File: config.mk
export PLATFORM = sky130hd
export DESIGN_NAME = ex_muldiv
export DESIGN_NICKNAME = d
export VERILOG_FILES = /design/src/rtl/ex_muldiv.sv
export SDC_FILE = /design/constraint.sdc
export NUM_CORES = 1
export LEC_CHECK = 0
export BUFFER_PORTS_ARGS = -buffer_cell sky130_fd_sc_hd__buf_2
export CAP_MARGIN = 15
export CORE_MARGIN = 2
export CORE_UTILIZATION = 30
export DETAILED_ROUTE_END_ITERATION = 7
export HOLD_SLACK_MARGIN = 0.15
export PLACE_DENSITY = 0.49
export SYNTH_ARGS = -nofsm -noshare
export SYNTH_HDL_FRONTEND = slang
export SYNTH_SLANG_ARGS = --single-unit
File: constraint.sdc
create_clock -name clk -period 15.6 [get_ports clk]
set_input_delay 2.34 -clock clk [delete_from_list [all_inputs] [get_ports clk]]
set_output_delay 2.34 -clock clk [all_outputs]
set_load 0.005 [all_outputs]
File: src/rtl/ex_muldiv.sv
// EX-stage iterative multiply/divide unit owning the architectural HI/LO pair.
// Shift-add multiply, restoring divide with a sign-fixup cycle; stalls HI/LO consumers while busy.
module ex_muldiv #(
  parameter int WIDTH    = 32,
  parameter bit FAST_MUL = 1'b0
) (
  input  logic             clk,
  input  logic             rst,
  input  logic             special_ex,
  input  logic [5:0]       funct_ex,
  input  logic [WIDTH-1:0] rs_ex,
  input  logic [WIDTH-1:0] rt_ex,
  input  logic             cancel,
  output logic             busy,
  output logic             stall_ex,
  output logic [WIDTH-1:0] mf_data,
  output logic [WIDTH-1:0] hi_o,
  output logic [WIDTH-1:0] lo_o
);

  localparam int CW = $clog2(WIDTH) + 1;

  localparam logic [5:0] F_MFHI  = 6'h10;
  localparam logic [5:0] F_MTHI  = 6'h11;
  localparam logic [5:0] F_MFLO  = 6'h12;
  localparam logic [5:0] F_MTLO  = 6'h13;
  localparam logic [5:0] F_MULT  = 6'h18;
  localparam logic [5:0] F_MULTU = 6'h19;
  localparam logic [5:0] F_DIV   = 6'h1a;
  localparam logic [5:0] F_DIVU  = 6'h1b;

  typedef enum logic [1:0] {
    S_IDLE = 2'd0,
    S_MUL  = 2'd1,
    S_DIV  = 2'd2,
    S_FIX  = 2'd3
  } state_t;

  state_t           state;
  logic [CW-1:0]    cnt;
  logic [WIDTH-1:0] acc;      // product high half / partial remainder
  logic [WIDTH-1:0] qr;       // multiplier bits / quotient bits
  logic [WIDTH-1:0] mcand;    // multiplicand / divisor magnitude
  logic             neg_q;
  logic             neg_r;
  logic             div_zero;
  logic [WIDTH-1:0] dvd_raw;

  // Decode
  logic is_mfhi, is_mthi, is_mflo, is_mtlo, is_mul, is_div, hilo_op, start;
  logic signed_op, rs_neg, rt_neg;
  logic [WIDTH-1:0] rs_mag, rt_mag;

  assign is_mfhi   = special_ex && (funct_ex == F_MFHI);
  assign is_mthi   = special_ex && (funct_ex == F_MTHI);
  assign is_mflo   = special_ex && (funct_ex == F_MFLO);
  assign is_mtlo   = special_ex && (funct_ex == F_MTLO);
  assign is_mul    = special_ex && ((funct_ex == F_MULT) || (funct_ex == F_MULTU));
  assign is_div    = special_ex && ((funct_ex == F_DIV) || (funct_ex == F_DIVU));
  assign hilo_op   = is_mfhi || is_mthi || is_mflo || is_mtlo || is_mul || is_div;
  assign start     = (state == S_IDLE) && (is_mul || is_div) && !cancel;

  assign signed_op = !funct_ex[0];
  assign rs_neg    = signed_op && rs_ex[WIDTH-1];
  assign rt_neg    = signed_op && rt_ex[WIDTH-1];
  assign rs_mag    = rs_neg ? (~rs_ex + 1'b1) : rs_ex;
  assign rt_mag    = rt_neg ? (~rt_ex + 1'b1) : rt_ex;

  assign stall_ex  = busy && hilo_op;
  assign mf_data   = is_mfhi ? hi_o : (is_mflo ? lo_o : '0);

  // Multiply datapath: one shift-add step, or a full product when FAST_MUL
  logic [WIDTH:0]     mul_sum;
  logic [2*WIDTH-1:0] mul_step;
  logic [2*WIDTH-1:0] fast_prod;
  logic [2*WIDTH-1:0] mul_mag;
  logic [2*WIDTH-1:0] mul_res;

  assign mul_sum   = {1'b0, acc} + (qr[0] ? {1'b0, mcand} : '0);
  assign mul_step  = {mul_sum, qr[WIDTH-1:1]};
  assign fast_prod = {{WIDTH{1'b0}}, mcand} * {{WIDTH{1'b0}}, qr};
  assign mul_mag   = FAST_MUL ? fast_prod : mul_step;
  assign mul_res   = neg_q ? (~mul_mag + 1'b1) : mul_mag;

  // Restoring divide step: the remainder always fits WIDTH bits after the compare
  logic [WIDTH:0]   div_shift;
  logic [WIDTH:0]   div_diff;
  logic             div_ok;
  logic [WIDTH-1:0] q_fix, r_fix;

  assign div_shift = {acc, qr[WIDTH-1]};
  assign div_diff  = div_shift - {1'b0, mcand};
  assign div_ok    = !div_diff[WIDTH];
  assign q_fix     = neg_q ? (~qr + 1'b1) : qr;
  assign r_fix     = neg_r ? (~acc + 1'b1) : acc;

  always_ff @(posedge clk or posedge rst) begin
    if (rst) begin
      state    <= S_IDLE;
      busy     <= 1'b0;
      cnt      <= '0;
      hi_o     <= '0;
      lo_o     <= '0;
      acc      <= '0;
      qr       <= '0;
      mcand    <= '0;
      neg_q    <= 1'b0;
      neg_r    <= 1'b0;
      div_zero <= 1'b0;
      dvd_raw  <= '0;
    end else begin
      case (state)
        S_IDLE: begin
          if (start) begin
            state    <= is_mul ? S_MUL : S_DIV;
            busy     <= 1'b1;
            cnt      <= (is_mul && FAST_MUL) ? '0 : CW'(WIDTH - 1);
            acc      <= '0;
            qr       <= is_mul ? rt_mag : rs_mag;
            mcand    <= is_mul ? rs_mag : rt_mag;
            neg_q    <= rs_neg ^ rt_neg;
            neg_r    <= rs_neg;
            div_zero <= (rt_ex == '0);
            dvd_raw  <= rs_ex;
          end else begin
            if (is_mthi) hi_o <= rs_ex;
            if (is_mtlo) lo_o <= rs_ex;
          end
        end
        S_MUL: begin
          if (cancel) begin
            state <= S_IDLE;
            busy  <= 1'b0;
          end else begin
            acc <= mul_step[2*WIDTH-1:WIDTH];
            qr  <= mul_step[WIDTH-1:0];
            if (cnt == '0) begin
              {hi_o, lo_o} <= mul_res;
              state        <= S_IDLE;
              busy         <= 1'b0;
            end else begin
              cnt <= cnt - CW'(1);
            end
          end
        end
        S_DIV: begin
          if (cancel) begin
            state <= S_IDLE;
            busy  <= 1'b0;
          end else begin
            acc <= div_ok ? div_diff[WIDTH-1:0] : div_shift[WIDTH-1:0];
            qr  <= {qr[WIDTH-2:0], div_ok};
            if (cnt == '0) state <= S_FIX;
            else           cnt   <= cnt - CW'(1);
          end
        end
        S_FIX: begin
          state <= S_IDLE;
          busy  <= 1'b0;
          if (!cancel) begin
            // Divide by zero leaves the dividend in HI and all ones in LO
            lo_o <= div_zero ? '1 : q_fix;
            hi_o <= div_zero ? dvd_raw : r_fix;
          end
        end
        default: begin
          state <= S_IDLE;
          busy  <= 1'b0;
        end
      endcase
    end
  end

endmodule

==> impl_metrics.py <==
metrics = {
    "synth": {
        "synth_fa_ha_area_share_pct": 5.29,
        "synth.top_cell.area_share_pct": 26.9,
        "synth_compound_area_share_pct": 30.0,
        "synthDistinctLibCells": 90,
        "async_flop_share_pct": 100,
        "synth_edf_count": 0,
        "synth_xor_area_share_pct": 10.2,
        "synth_commonest_cells": "339 x nand2_1, 222 x o21ai_0, 211 x nor2_1",
        "synth_top_family_by_area": "compound AO/OA/AOI/OAI gates",
        "synthCells": 2511,
        "avgSynthCellArea_um2": 7.56,
        "synthSimpleGateAreaFrac_pct": 19.9,
        "synthTopCellsByArea": "dfrtp_1 27%, nand2_1 6.7%, xnor2_1 6.6%, o21ai_0 5.9%, a21oi_1 5.5%",
        "synth_largest_area_cell": "dfrtp_1",
        "synthFlopType": "dfrtp_1",
        "seq_area_frac_synth_pct": 26.9,
        "yosysWarnings": 0,
        "synth_area_mm2": 0.0190,
        "synth.most_common_cell": "nand2_1",
        "synth.net_count": 2664,
        "yosys-mux-area-fraction_pct": 1.97,
        "yosys_register_bits": 204,
    },
    "clock_tree": {
        "htreeDepth": 1,
        "clkSinkCount": 204,
        "ctsHoldBuffers": 0,
        "clk_pin_slew_worst_paths_ns": 0.06,
        "cts_max_path_buffers": 3,
        "cts-resized-gates": 0,
        "root_buffer": "clkbuf_16",
        "clk_latency_ns": 0.57,
        "post_cts_buffers": 0,
        "cts_tree": "built",
        "numCtsBuffers": 26,
    },
    "floorplanning": {
        "die_y_um": 256,
        "rows": 92,
        "fp.dieW_um": 256,
        "start_util_pct": 30.2,
        "core_mm2": 0.0629,
        "io_pins": 172,
        "dieArea_mm2": 0.0653,
    },
    "routing": {
        "drt-wirelength-per-cell_um": 23.7,
        "drc": 0,
        "via_count": 19330,
        "dr.pass1.iters": 6,
        "ant_nets": 0,
        "initialDrtViolationCount": 1851,
        "drt-total-wl_um": 80500,
        "viasPerCell": 5.69,
    },
    "worst_setup_path": {
        "rr_startpoint": "qr[0]$_DFFE_PP0P_",
        "critPathMaxFanout": 32,
        "cpMostUsedCell": "buf_2",
        "r2r_end": "hi_o[29]$_DFFE_PP0P_",
        "crit_path_end": "mf_data[16]",
        "required_ns": 13.26,
        "worstSetupEndpointType": "output pin",
        "crit_slowest_cell": "buf_4",
        "path_class": "in2out",
        "crit_chain": "buf_2, nand2b_1, nor2_1, and3_1, buf_4, a22o_1, buf_2",
        "crit_start": "funct_ex[5]",
        "critPathArrivalTime_ns": 3.74,
        "ff2ff_path_depth": 15,
        "cp_slowest_stage_delay_ns": 0.34,
        "rrSetupSlack_ns": 10.14,
        "start_kind": "input pin",
    },
    "power": {
        "power_leakage_uw": 0.00941,
        "vdd_drop_max_mv": 0.128,
        "power_density_mw_per_mm2": 223,
    },
    "place": {
        "gp_congestion": 0.955,
        "dp_cells": 3350,
        "hpwl_um": 61000,
        "placed_cell_area_mm2": 0.0203,
        "io_buffer_count": 171,
    },
    "sta": {
        "setup_viol": 0,
        "final.setup.tns_ns": 0,
        "max_freq_mhz": 165,
        "worst_pin_slew_ns": 0.977,
        "fin_crit_sh_pct": 38.9,
        "final_max_slew_viol_count": 0,
        "maxSlewHeadroom_pct": 34.8,
        "skew_ns": 0.0292,
        "finalCriticalPeriod_ns": 6.08,
        "hold_slack_ns": 0.477,
        "rsz0062_at_grt": "no",
        "hold_viol_final": 0,
    },
    "global_routing": {
        "antenna_found_initial": 0,
        "track_usage_pct": 23.9,
        "grt_overflow": 0,
        "grt_pass1_wl_um": 121000,
        "grt_max_degree": 134,
        "grt_pass1_vias": 18284,
    },
    "cells_and_area": {
        "final_cell_count_no_fill": 3398,
        "drive_above_1_share_pct": 11.4,
        "finish.instance_area_mm2": 0.0213,
        "diodes": 0,
        "fin_nets": 2685,
        "area_delta_synth_final_pct": 12.3,
        "fillers": 6709,
    },
    "job": {
        "cap_viol_max_count": 0,
    },
    "status": {
        "outcome": "completed",
    },
    "hold_path": {
        "min_path_type": "reg2reg",
        "holdPathStages": 2,
    },
}
[through the flow]
step	setup slack, ns	util, %	power (µW)
2_1_floorplan	7.69	-	3090
3_3_place_gp	9.60	32.4	4000
3_5_place_dp	9.54	32.4	4040
4_1_cts	9.55	33.9	4730
5_1_grt	9.39	33.9	5090
6_report	9.52	33.9	4750
[kinds of logic after synthesis]
family                     count (synthesis)
AOI/OAI and AO/OA                        882
xor gates and xnor gates                 220
adders and majority gates                 79
buffers and inverters                    280
DFF                                      204
muxes                                     37
and+or+nand+nor                          809
[where the power goes]
group / total (µW) / switching [µW] / internal (µW) / leakage, µW
clock: 683 / 258 / 425 / 0.000468
combinational: 2970 / 1870 / 1100 / 0.00638
sequential: 1100 / 353 / 749 / 0.00257
total: 4750 / 2480 / 2270 / 0.00941
[flip-flops by register name, summed over array words and instances, names as in the netlist, 2 cells and up]
name and count:
mcand 32, acc 32, hi_o 32, state 2, lo_o 32, cnt 6, dvd_raw 32, qr 32
[placed cells by master (no fill, tap or decap), drive strengths merged, types with 10 or more instances in the layout]
cell      n
inv      74
nand2b   14
and2     19
mux2i    34
o211ai   11
xnor2   144
a21o     52
nor3     33
nor4     20
nand3    32
xor2     76
a21oi   207
o21a     18
dfrtp   204
a22oi    68
o31ai    48
or3      33
nor2    211
a211oi   16
or4      17
a221oi   28
o41ai    16
nand2   339
nor2b    18
nand4    22
a31oi    16
and4     10
ha       77
buf     198
and3     15
a22o     46
clkbuf   32
o21ai   274
[layout make-up]
type,count,area [µm²],share of cell area [%]
Sequential cell,204,5110,24.0
Clock buffer,32,714,3.35
Timing Repair Buffer,198,1060,4.97
Tap cell,846,1060,4.97
Clock inverter,16,243,1.14
Multi-Input combinational cell,2027,12800,60.2
Inverter,75,289,1.36
[layer usage]
metal | vias up | routed length (µm) | global-route usage [%]
met5 | - | 0 | 0
met4 | 0 | 2470 | 7.42
met3 | 87 | 4530 | 2.43
met2 | 693 | 37700 | 39.6
met1 | 9469 | 35800 | 32.7
li1 | 9081 | - | -
[worst max-delay path, delay by kind of cell]
family | cells | cell delay (ns)
AOI/OAI and AO/OA | 1 | 0.20
buffers and inverters | 3 | 0.55
and+or+nand+nor | 3 | 0.60
[how the worst min path moves through the flow]
| stage | to | start |
|---|---|---|
| floorplan | dvd_raw[28]$_DFFE_PP0P_ | dvd_raw[28]$_DFFE_PP0P_ |
| global placement | dvd_raw[28]$_DFFE_PP0P_ | dvd_raw[28]$_DFFE_PP0P_ |
| detailed placement | dvd_raw[26]$_DFFE_PP0P_ | dvd_raw[26]$_DFFE_PP0P_ |
| CTS | dvd_raw[7]$_DFFE_PP0P_ | dvd_raw[7]$_DFFE_PP0P_ |
| global route | dvd_raw[20]$_DFFE_PP0P_ | dvd_raw[20]$_DFFE_PP0P_ |
| finish | dvd_raw[17]$_DFFE_PP0P_ | dvd_raw[17]$_DFFE_PP0P_ |
Power figures use the tool's default switching activity.
